File: src/rtl/hs32_pkg.sv
// Shared HS32 definitions: fetch packet layout, reset PC and a small
// address helper used by the fetch front-end.
package hs32_pkg;

    // Default program counter after reset.
    localparam logic [31:0] HS32_RESET_PC = 32'h0000_0000;

    // One buffered instruction: the word, its register bank tag and the
    // address it was fetched from.
    typedef struct packed {
        logic [31:0] op;
        logic        bank;
        logic [31:0] pc;
    } hs32_fetchpkt;

    localparam int HS32_FETCHPKT_W = $bits(hs32_fetchpkt);

    // Force an address onto a word boundary (the low two bits are ignored).
    function automatic logic [31:0] hs32_word_align(input logic [31:0] addr);
        return addr & 32'hFFFF_FFFC;
    endfunction

endpackage

File: src/rtl/hs32_fifo.sv
// Shared primitive: synchronous FIFO with a flush. Storage is a plain
// register array; the head entry is read straight from that array, so the
// output only ever changes on a clock edge.
module hs32_fifo #(
    parameter int WIDTH = 8,
    parameter int DEPTH = 4
) (
    input  logic                       clk,
    input  logic                       reset,
    input  logic                       flush,
    input  logic                       push,
    input  logic [WIDTH-1:0]           din,
    input  logic                       pop,
    output logic [WIDTH-1:0]           dout,
    output logic                       full,
    output logic                       empty,
    output logic [$clog2(DEPTH):0]     count
);

    localparam int AW = $clog2(DEPTH);
    localparam int CW = AW + 1;

    logic [WIDTH-1:0] mem [DEPTH];
    logic [AW-1:0]    wr_ptr;
    logic [AW-1:0]    rd_ptr;
    logic [CW-1:0]    cnt;
    logic             push_ok;
    logic             pop_ok;

    assign full    = (cnt == CW'(DEPTH));
    assign empty   = (cnt == '0);
    assign count   = cnt;
    assign push_ok = push && !full;
    assign pop_ok  = pop && !empty;
    assign dout    = mem[rd_ptr];

    // Pointer and occupancy bookkeeping; flush discards every entry at once.
    always_ff @(posedge clk) begin
        if (reset || flush) begin
            wr_ptr <= '0;
            rd_ptr <= '0;
            cnt    <= '0;
        end else begin
            if (push_ok) begin
                wr_ptr <= wr_ptr + AW'(1);
            end
            if (pop_ok) begin
                rd_ptr <= rd_ptr + AW'(1);
            end
            cnt <= cnt + CW'(push_ok) - CW'(pop_ok);
        end
    end

    // Storage write; contents need no reset because empty masks them.
    always_ff @(posedge clk) begin
        if (push_ok && !flush) begin
            mem[wr_ptr] <= din;
        end
    end

endmodule

File: src/rtl/hs32_fetch.sv
// HS32 instruction fetch front-end. Issues in-order word reads from the PC,
// buffers returned words with their bank tag and address, and presents them
// to the pipeline. A redirect flushes the buffer and drops every response
// still owed by memory.
//
// Handshakes: a transfer happens in a cycle where valid and ready are both
// high. valid never depends combinationally on ready of the same interface;
// the memory response side has no ready and must always be accepted.
module hs32_fetch
    import hs32_pkg::*;
#(
    parameter int          DEPTH    = 4,
    parameter logic [31:0] RESET_PC = HS32_RESET_PC
) (
    input  logic        clk,
    input  logic        reset,
    input  logic        redirect_i,
    input  logic [31:0] redirect_pc_i,
    input  logic        redirect_bank_i,
    output logic        mreq_valid_o,
    input  logic        mreq_ready_i,
    output logic [31:0] mreq_addr_o,
    input  logic        mrsp_valid_i,
    input  logic [31:0] mrsp_data_i,
    output logic        valid_o,
    input  logic        ready_i,
    output logic [31:0] op_o,
    output logic        banksel_o,
    output logic [31:0] pc_o
);

    localparam int CW = $clog2(DEPTH) + 1;

    // Architectural fetch state
    logic [31:0]   pc_q,       pc_d;
    logic [31:0]   rpc_q,      rpc_d;
    logic          bank_q,     bank_d;
    logic [CW-1:0] inflight_q, inflight_d;
    logic [CW-1:0] discard_q,  discard_d;

    // Queue interface
    logic                       fifo_push;
    logic                       fifo_pop;
    logic                       fifo_full;
    logic                       fifo_empty;
    logic [CW-1:0]              fifo_count;
    logic [HS32_FETCHPKT_W-1:0] fifo_din;
    logic [HS32_FETCHPKT_W-1:0] fifo_dout;
    hs32_fetchpkt               push_pkt;
    hs32_fetchpkt               head_pkt;

    // Handshake / credit terms
    logic [CW:0]   credits_used;
    logic          credit_ok;
    logic          req_fire;
    logic          rsp_keep;
    logic [31:0]   redirect_pc_aligned;

    // Every outstanding request owns a queue slot, so a response can always
    // be written without checking for space.
    assign credits_used = {1'b0, inflight_q} + {1'b0, fifo_count};
    assign credit_ok    = (credits_used < (CW + 1)'(DEPTH));

    assign mreq_valid_o = !reset && !redirect_i && credit_ok;
    assign mreq_addr_o  = pc_q;
    assign req_fire     = mreq_valid_o && mreq_ready_i;

    // A response is kept only when no older flush still owes drops and no
    // redirect is happening right now.
    assign rsp_keep = mrsp_valid_i && !redirect_i && (discard_q == '0);

    assign redirect_pc_aligned = hs32_word_align(redirect_pc_i);

    always_comb begin
        push_pkt      = '0;
        push_pkt.op   = mrsp_data_i;
        push_pkt.bank = bank_q;
        push_pkt.pc   = rpc_q;
    end

    assign fifo_din  = push_pkt;
    // Full can never coincide with a kept response; the gate is defensive.
    assign fifo_push = rsp_keep && !fifo_full;
    assign fifo_pop  = valid_o && ready_i && !redirect_i;

    hs32_fifo #(
        .WIDTH (HS32_FETCHPKT_W),
        .DEPTH (DEPTH)
    ) u_fifo (
        .clk   (clk),
        .reset (reset),
        .flush (redirect_i),
        .push  (fifo_push),
        .din   (fifo_din),
        .pop   (fifo_pop),
        .dout  (fifo_dout),
        .full  (fifo_full),
        .empty (fifo_empty),
        .count (fifo_count)
    );

    // Outputs come only from the registered queue head; zero when empty.
    assign head_pkt  = hs32_fetchpkt'(fifo_dout);
    assign valid_o   = !fifo_empty;
    assign op_o      = valid_o ? head_pkt.op   : 32'h0;
    assign banksel_o = valid_o ? head_pkt.bank : 1'b0;
    assign pc_o      = valid_o ? head_pkt.pc   : 32'h0;

    // Next-state for PC, response PC, bank and the two counters.
    always_comb begin
        pc_d       = pc_q;
        rpc_d      = rpc_q;
        bank_d     = bank_q;
        inflight_d = inflight_q;
        discard_d  = discard_q;

        // Outstanding count moves on every request and every response,
        // including ones that end up dropped.
        if (req_fire) begin
            inflight_d = inflight_d + CW'(1);
        end
        if (mrsp_valid_i) begin
            inflight_d = inflight_d - CW'(1);
        end

        if (redirect_i) begin
            // Everything still owed by memory after this cycle is stale; a
            // response arriving now is dropped on the spot.
            pc_d      = redirect_pc_aligned;
            rpc_d     = redirect_pc_aligned;
            bank_d    = redirect_bank_i;
            discard_d = inflight_q - CW'(mrsp_valid_i);
        end else begin
            if (req_fire) begin
                pc_d = pc_q + 32'd4;
            end
            if (mrsp_valid_i && (discard_q != '0)) begin
                discard_d = discard_q - CW'(1);
            end
            if (rsp_keep) begin
                rpc_d = rpc_q + 32'd4;
            end
        end
    end

    // Fetch state registers with synchronous reset.
    always_ff @(posedge clk) begin
        if (reset) begin
            pc_q       <= RESET_PC;
            rpc_q      <= RESET_PC;
            bank_q     <= 1'b0;
            inflight_q <= '0;
            discard_q  <= '0;
        end else begin
            pc_q       <= pc_d;
            rpc_q      <= rpc_d;
            bank_q     <= bank_d;
            inflight_q <= inflight_d;
            discard_q  <= discard_d;
        end
    end

endmodule

File: config.mk
export PLATFORM = sky130hd
export DESIGN_NAME = hs32_fetch
export DESIGN_NICKNAME = d
export VERILOG_FILES = /design/src/rtl/hs32_pkg.sv /design/src/rtl/hs32_fifo.sv /design/src/rtl/hs32_fetch.sv
export SDC_FILE = /design/constraint.sdc
export NUM_CORES = 1
export LEC_CHECK = 0
export BUFFER_PORTS_ARGS = -buffer_cell sky130_fd_sc_hd__buf_2
export CORE_ASPECT_RATIO = 2
export CORE_MARGIN = 2
export CORE_UTILIZATION = 35
export CTS_CLUSTER_DIAMETER = 200
export DETAILED_ROUTE_END_ITERATION = 8
export HOLD_SLACK_MARGIN = 0.02
export MAX_ROUTING_LAYER = met4
export PLACE_DENSITY = 0.55
export SYNTH_ARGS = -nofsm -noshare
export SYNTH_HDL_FRONTEND = slang
export SYNTH_SLANG_ARGS = --single-unit
File: constraint.sdc
create_clock -name clk -period 9.8 [get_ports clk]
set_input_delay 0 -clock clk [delete_from_list [all_inputs] [get_ports clk]]
set_output_delay 0 -clock clk [all_outputs]
set_load 0.005 [all_outputs]
Yosys cells after proc, flatten, opt, wreduce, memory -nomap -nowiden. Memories as Yosys holds them, arrays and structs flattened. A register that Yosys moved wholly into a read port is not among the register bits. Index checks and enable logic that the tools add are counted.

Bits in registers: 78. Latch bits: 0. Bits in writable memories: 260. Bits in read-only memories: 0. Input bits: 71. Output and inout bits: 99. Word-level logic and storage cells: 63. Memories: 1.

Memories: u_fifo.mem (depth 4, width 65, read ports 1, clocked after memory_dff 1, wr ports 1, line hs32_fifo.sv:23) `logic [WIDTH-1:0] mem [DEPTH];`.

$add $sub $neg: 11. $mul: 0. Divide/modulo/power cells: 0. $lt $le $gt $ge: 1. Eq/ne operators: 1. Shift operators: 0. Multiplexer cells: 15. Bitwise gates (word level): 0. Reductions and logical operators: 24.

Operator list (number): $mux 32 (6); $add 32x3->32 const B (2); $logic_and 1x1->1 (12); $mux 3 (4); $logic_not 3->1 (2); $reduce_bool 2->1 (3); $sub 3x1->3 (2); $sub 3x1->3 const B (2); $add 2x1->2 const B (2); $add 3x3->4 (1); $logic_not 1->1 (4); $lt 4x3->1 const B (1); $mux 2 (2); $add 3x1->3 (1); $add 3x1->3 const B (1); $eq 3x3->1 const B (1); $mux 1 (3); $reduce_bool 3->1 (1); $reduce_or 2->1 (1); $logic_or 1x1->1 (1).

Longest topological paths before layout. Gate-level depths: netlist of run 1.

Depth in word-level cells: 8. Gate-level depth with buffers: 11. Depth with buffers taken out: 9.

Modules after synthesis. From an unflattened synthesis of run 1, not the netlist that was laid out.

Cells, all modules: 937. Area, all modules: 14124.8 um^2.

By module, submodules not included: hs32_fifo (times used 1, cells each 389, area each 9910.8 um^2, sequential area each 7987.7 um^2); hs32_fetch (times used 1, cells each 548, area each 4214.0 um^2, sequential area each 1341.3 um^2).

Worst setup path after synthesis of run 1. No wires, ideal clock.

Kind: reg2reg. From: register discard_q[0]. To: memory u_fifo.mem[0][10] (netlist name) (enable). Library setup time: 428 ps. Arrival time: 2742 ps. Data required time: 9372 ps. Setup slack: 6631 ps. Cell stages (with the launch flop): 6. Path buffers: 0. Period minus slack after synthesis: 3169 ps. Cell sequence: dfxtp_1 -> inv_1 -> ha_1 -> nand3b_4 -> a311oi_2 -> and2_1.

Word-level cells in the longest chain between the ends: 7.

RTL lines: start: declaration (line hs32_fetch.sv:39) `logic [CW-1:0] discard_q, discard_d;`; start signal: assignment (line hs32_fetch.sv:159) `discard_q <= discard_d;`; $logic_not 3->1 (line hs32_fetch.sv:70) `assign rsp_keep = mrsp_valid_i && !redirect_i && (discard_q == '0);`; $logic_and 1x1->1 (line hs32_fetch.sv:70); $logic_and 1x1->1 (line hs32_fetch.sv:83) `assign fifo_push = rsp_keep && !fifo_full;`; $logic_and 1x1->1 (line hs32_fifo.sv:33) `assign push_ok = push && !full;`; named net u_fifo.push_ok (line hs32_fifo.sv:27) `logic push_ok;`; $logic_and 1x1->1 (line hs32_fifo.sv:56) `if (push_ok && !flush) begin`; $mux 1 (line hs32_fifo.sv:56); $mux 1 (not written as such) (line hs32_fifo.sv:57) `mem[wr_ptr] <= din;`; end: declaration (line hs32_fifo.sv:23).

The timed path passes the listed nets, and every way through them passes these cells.

Final worst setup path of run 1.
From: register inflight_q[2]. To: register pc_q[17], in the netlist mreq_addr_o[17].

Word-level cells in the longest chain between the ends: 5.

RTL lines: start: declaration (line hs32_fetch.sv:38) `logic [CW-1:0] inflight_q, inflight_d;`; start signal: assignment (line hs32_fetch.sv:158) `inflight_q <= inflight_d;`; $add 3x3->4 (line hs32_fetch.sv:61) `assign credits_used = {1'b0, inflight_q} + {1'b0, fifo_count};`; $lt 4x3->1 (line hs32_fetch.sv:62) `assign credit_ok = (credits_used < (CW + 1)'(DEPTH));`; $logic_and 1x1->1 (line hs32_fetch.sv:64) `assign mreq_valid_o = !reset && !redirect_i && credit_ok;`; $logic_and 1x1->1 (line hs32_fetch.sv:66) `assign req_fire = mreq_valid_o && mreq_ready_i;`; $reduce_bool 2->1 (no line); end signal: assignment (line hs32_fetch.sv:155) `pc_q <= pc_d;`; end: declaration (line hs32_fetch.sv:35) `logic [31:0] pc_q, pc_d;`.

Every way passes these cells. A chain may end at the register's enable or synchronous reset.

==> results of run 1 <==
worst max-delay path: stages (launching register included):
cell	delay (ns)
dfxtp_1	0.36
ha_1	0.34
nor4_4	0.06
and3_1	0.20
buf_4	0.23
nor2_1	0.86
o21ai_0	0.26
a31oi_1	0.20
dlygate4sd3_1	0.55
report_power, final:
group / leakage (nW) / switching [mW] / internal, mW
Combinational: 2.60 / 0.109 / 0.102
Clock: 0.567 / 0.530 / 0.796
Sequential: 2.93 / 0.0371 / 1.54
Total: 6.10 / 0.676 / 2.44
flip-flops by register name (all words and copies together) (netlist names), 2 cells and up, named ones only:
name,flops
discard_q,3
u_fifo.count,3
u_fifo.rd_ptr,2
u_fifo.wr_ptr,2
mreq_addr_o,30
inflight_q,3
rpc_q,30
u_fifo.mem,252
cells in the mapped netlist, types with 3 or more instances:
master,instances
xnor2_1,17
nor4_4,3
buf_4,7
a211oi_1,14
o32a_1,3
clkbuf_1,32
and2_1,71
o21ai_0,12
nor4_1,3
xor2_1,25
and3_1,12
a21oi_1,28
or3_1,7
mux2i_1,4
buf_2,10
a31oi_1,25
nand2_1,40
nand4_1,28
o211ai_1,6
dfxtp_1,76
and4_1,4
buf_1,6
edfxtp_1,252
ha_1,16
mux4_2,63
inv_1,29
nand3_1,32
a2bb2oi_1,3
nor2_1,51
nor3_1,8
a21boi_0,13
a21o_1,5
cells by family after synthesis:
family / Yosys count / share of synthesized area
buffers and inverters: 84 / 0.02569
AOI/OAI and AO/OA: 117 / 0.05592
DFF: 328 / 0.6595
xor gates and xnor gates: 42 / 0.02669
other: 1 / 0.0002721
muxes: 67 / 0.1059
adders and majority gates: 17 / 0.01598
and+or+nand+nor: 271 / 0.1101
metal layers:
layer	share of wire	vias up	GRT usage	routed length, um
met1	0.38	4187	0.1758	12250
met2	0.56	201	0.2987	17880
met3	0.037	52	0.01971	1195
met4	0.027	0	0.05607	856
li1	-	3985	-	-
met5	0	-	-	0
metrics by stage:
stage / hold WS [ns] / std cells / utilization / setup WS [ns] / power [mW]
6_report: 0.05049 / 1701 / 0.4379 / 6.669 / 3.112
3_5_place_dp: 0.2167 / 1571 / 0.3899 / 6.730 / 1.799
4_1_cts: 0.02033 / 1701 / 0.4379 / 6.570 / 3.159
5_1_grt: 0.07975 / 1701 / 0.4379 / 6.455 / 3.231
3_3_place_gp: 0.2105 / 1571 / 0.3899 / 6.780 / 1.794
2_1_floorplan: 0.09887 / 930 / - / 6.631 / 1.712
layout make-up:
cell class / count / area, um^2
Clock buffer: 36 / 834.6
Tap cell: 520 / 650.6
Inverter: 29 / 108.9
Fill cell: 3579 / 21810
Sequential cell: 328 / 9094
Timing Repair Buffer: 248 / 1634
Multi-Input combinational cell: 518 / 4362
Clock inverter: 22 / 305.3
final timing paths:
path                                   endpoint  slack [ns]  depth (start not counted)
worst min-delay path            mreq_addr_o[28]        0.05                          4
worst min register to register   mreq_addr_o[8]        0.53                          2
worst max register to register  mreq_addr_o[17]        6.67                          8
worst max-delay path            mreq_addr_o[17]        6.67                          8
repair_timing:
item	4_1_cts	5_1_grt
hold buffers	72	0
gates resized for setup	0	0
hold endpoints to repair	198	0
==> reports/metrics.csv, run 1 <==
stage,metric,value,unit
status,status,"finished, final reports clean",
critical_path,cp_max_fo,25,
global_routing,track_usage,0.1619,
timing,finalCritPeriodShare,0.3195,
critical_path,arrival,3.65,ns
yosys,synthesis.area_per_instance,14.87,um^2
cts,cts_buffers,31,
critical_path,crit_type,flip-flop to flip-flop,
critical_path,critPathRequiredTime,10.32,ns
yosys,yosys_most_used_dff,edfxtp_1,
floorplanning,pin_count,170,
critical_path,reg2reg_from,inflight_q[2],
drt,routed_via_density,4.953,
timing,hold_viol_final,0,
drt,drt_pass1_iterations,5,
power_and_ir_drop,leakage,6.099,nW
layout,n_antenna_cell,0,
cts,cts.sinks,328,
timing,fmaxAchievable,0.3193,GHz
cts,cts_tree,built,
floorplanning,die_h,284.6,um
drt,routed_wl,32180,um
flow_run,cap_violations,0,
place,postPlaceCellArea,0.01513,mm^2
cts,htree_levels,1,
timing,slew_violations,0,
yosys,ys_seq_elements,328,
layout,drive_gt1_frac,0.2642,
yosys,synthesis.instances,927,
global_routing,grt_pass1_vias,8937,
yosys,synthArstFlopShare,0,
layout,final_common_cell,edfxtp_1,
timing,fin_skew,0.009447,ns
global_routing,grt_remaining_overflow,0,
timing,setup-tns-final,0,ns
cts,path_clk_slew,0.07,ns
yosys,synth.top_cells.by_area,"edfxtp_1, dfxtp_1, mux4_2, and2_1, xor2_1",
drt,ant_nets,0,
critical_path,critPathLaunch,inflight_q[2],
yosys,netlist_area,0.01378,mm^2
power_and_ir_drop,ir_worst_vdd,0.0001197,V
global_routing,grt_start_max_net_pins,66,
timing,setup_violations,0,
floorplanning,die_x,144.3,um
timing,rsz0062_at_grt,false,
cts,ctsRootBufferMaster,clkbuf_16,
drt,drtIter0Drc,361,
floorplanning,start_util,0.3552,
yosys,synth_top_cell_by_area,edfxtp_1,
place,io_buffer_count,163,
cts,clock_latency,0.57,ns
floorplanning,die_area,0.04108,mm^2
power_and_ir_drop,power_density,183.2,mW/mm^2
timing,period_minus_slack,3.131,ns
floorplanning,rows,102,
yosys,synth_cell_types,50,
layout,fin_nets,1244,
critical_path,critPathCaptureType,flip-flop,
cts,cts_setup_buffers,0,
place,dp_hpwl,19650,um
layout,final_cell_area,0.01699,mm^2
min_path,worstHoldStart,redirect_i,
floorplanning,core_region_area,0.03880,mm^2
global_routing,antenna_found_initial,0,
min_path,min_path_type,primary input to flip-flop,
yosys,yosys.area.top_type_share,0.5491,
critical_path,crit_path_start_kind,flip-flop,
layout,final_cell_mix,"edfxtp_1, buf_2, dfxtp_1",
global_routing,grt_first_pass_wirelength,49510,um
yosys,synth_seq_area_share,0.6595,
timing,slew_headroom,0.2672,
place,gp_congestion,0.7644,
drt,wl_per_cell,18.92,um
yosys,yosys_warnings,0,
yosys,synth_edf_count,252,
layout,syn2layout_area_growth,23.27,%
timing,tightestPinTransition,1.095,ns
drt,vias,8425,
cts,ctsLongestPathBuffers,3,
drt,drcViolationCount,0,
No activity file was read; power rests on OpenSTA's default activity.
==> run 2, diff against run 1 <==
==> constraint.sdc (replaced) <==
create_clock -name clk -period 3 [get_ports clk]
set_input_delay 0 -clock clk [delete_from_list [all_inputs] [get_ports clk]]
set_output_delay 0 -clock clk [all_outputs]
set_load 0.005 [all_outputs]
==> run 2 against run 1 <==
Net effect:
- combinational power increased to 3.3 times the previous value
- wire length increased by 1.8%
- power increased to 3.2 times the previous value
==> reports/metrics.csv, run 2 (synthesized netlist as in run 1, its figures left out) <==
stage,metric,value,unit,change
timing,setup-tns-final,0,ns,unchanged
power_and_ir_drop,power.total,9.867,mW,+220%
timing,rsz0062_at_grt,false,,
layout,largest_reg_flops,252,,unchanged
timing,setup_violations,0,,unchanged
place,dp_hpwl,21420,um,+9.0%
place,gp_congestion,0.8051,,+5.3%
cts,ctsRootBufferMaster,clkbuf_16,,
critical_path,path_cells,"inv_1, ha_1, nand3b_4, a311oi_2, and2_4, buf_4",,
cts,cts_buffers,30,,-3.2%
timing,whs,0.04876,ns,-0.001729 ns
critical_path,slowest_stage,a311oi_2,,
critical_path,max_stage_delay,0.65,ns,-0.21 ns
drt,top_layer_used,met4,,
cts,htree_levels,1,,unchanged
global_routing,grt_remaining_overflow,0,,unchanged
timing,slew_headroom,0.3990,,+0.1318
global_routing,grt_start_max_net_pins,65,,-1.5%
drt,m1WireLength,12620,um,+3.0%
layout,regMostFlops,u_fifo.mem,,
cts,ctsLongestPathBuffers,3,,unchanged
layout,drive_gt1_frac,0.2698,,+0.005632
floorplanning,die_x,144.3,um,unchanged
power_and_ir_drop,power_density,578.3,mW/mm^2,+220%
floorplanning,die_area,0.04108,mm^2,unchanged
timing,slew_violations,0,,unchanged
global_routing,track_usage,0.1652,,+0.003325
flow_run,cap_violations,0,,unchanged
cts,cts.sinks,328,,unchanged
global_routing,grt_pass1_vias,8921,,-0.18%
status,status,"finished, final reports clean",,
drt,drcViolationCount,0,,unchanged
power_and_ir_drop,leakage,6.110,nW,+0.17%
timing,tightestPinTransition,0.8982,ns,-0.1970 ns
layout,n_antenna_cell,0,,unchanged
drt,routed_via_density,4.959,,+0.12%
critical_path,cp_max_fo,16,,-36%
critical_path,critPathRequiredTime,3.26,ns,-7.06 ns
drt,wl_met3,1091,um,-8.7%
cts,cts_tree,built,,
critical_path,path_buf_inv,2,,unchanged
layout,post-route-util,0.4398,,+0.001870
drt,wl_per_cell,19.20,um,+1.5%
timing,hold_viol_final,0,,unchanged
floorplanning,start_util,0.3552,,unchanged
global_routing,grt_first_pass_wirelength,50650,um,+2.3%
drt,drt_pass1_iterations,4,,-1
layout,final_cell_mix,"edfxtp_1, buf_2, dfxtp_1",,
cts,path_clk_slew,0.06,ns,about the same
drt,ant_nets,0,,unchanged
floorplanning,die_h,284.6,um,unchanged
floorplanning,rows,102,,unchanged
critical_path,critPathCaptureType,flip-flop,,
power_and_ir_drop,ir_worst_vdd,0.0004318,V,+260%
layout,fin_nets,1250,,+0.48%
critical_path,crit_family,simple AND/OR/NAND/NOR gates,,
timing,fin_ws,0.4409,ns,-6.228 ns
place,place_ws,0.4169,ns,-6.313 ns
place,postPlaceCellArea,0.01534,mm^2,+1.4%
cts,post_cts_resized,0,,unchanged
cts,clock_latency,0.56,ns,about the same
layout,final_cell_area,0.01706,mm^2,+0.43%
floorplanning,pin_count,170,,unchanged
place,io_buffer_count,163,,unchanged
critical_path,arrival,2.82,ns,-0.83 ns
layout,final_cells,1706,,+0.29%
layout,final_common_cell,edfxtp_1,,
place,post-place-cells,1584,,+0.83%
drt,vias,8460,,+0.42%
drt,wl_met2,18060,um,+1.0%
min_path,min_path_type,primary input to flip-flop,,
timing,finalCritPeriodShare,0.8530,,+0.5335
floorplanning,core_region_area,0.03880,mm^2,unchanged
critical_path,crit_type,flip-flop to flip-flop,,
drt,drtIter0Drc,441,,+22%
timing,fin_skew,0.007588,ns,-0.001859 ns
global_routing,antenna_found_initial,0,,unchanged
drt,routed_wl,32750,um,+1.8%
critical_path,crit_path_start_kind,flip-flop,,
timing,fmaxAchievable,0.3908,GHz,+22%
timing,period_minus_slack,2.559,ns,-0.5724 ns
layout,syn2layout_area_growth,23.80,%,
[run 2: cell count changes in the layout (fill, tap and decap cells not counted), moves of 2 or more]
cell           previous run  this run
dlygate4sd3_1            72        66
buf_4                    13        17
clkbuf_1                  1         5
clkbuf_8                  4         8
clkinv_2                 10         3
clkinv_4                  1         3
bufinv_16                 7         3
buf_12                    0         9
[run 2: path summary, 6_finish.rpt]
kind	from	to	slack [ns]	cells past startpoint
setup / recovery	discard_q[0]	u_fifo.mem[3][54]	0.44	6
hold / removal	mreq_ready_i	mreq_addr_o[3]	0.05	5
setup reg to reg	discard_q[0]	u_fifo.mem[3][54]	0.44	6
hold reg to reg	mreq_addr_o[3]	mreq_addr_o[3]	0.53	2
[run 2: cell type report]
cell class	count	area [um^2]
tap	520	650.6
sequential	328	9096
clock buffer	44	904.6
timing repair buffer	255	1784
fill	3629	21740
multi-input combinational	518	4362
inverter	29	108.9
clock inverter	12	155.1
[run 2: tightest hold or removal path: cells and delay by family]
family,cells,cell delay (ns)
buffers and inverters,2,0.31
AND/OR/NAND/NOR,2,0.16
AO/OA/AOI/OAI,1,0.07
[run 2: power breakdown]
part           switching (mW)  total, mW  internal (mW)  leakage [nW]
Combinational           0.360      0.692          0.332          2.66
Clock                    1.67       4.03           2.36         0.517
Sequential              0.121       5.14           5.02          2.93
[run 2: timing repair]
item | in CTS | in global routing
endpoints found under the hold margin | 198 | 0
setup buffers | 0 | 0
hold buffers | 66 | 0
[run 2: per-layer routing]
layer / up-vias / track usage
met3: 50 / 0.01769
met5: - / -
met1: 4217 / 0.1825
met2: 179 / 0.3047
met4: 0 / 0.05437
li1: 4014 / -
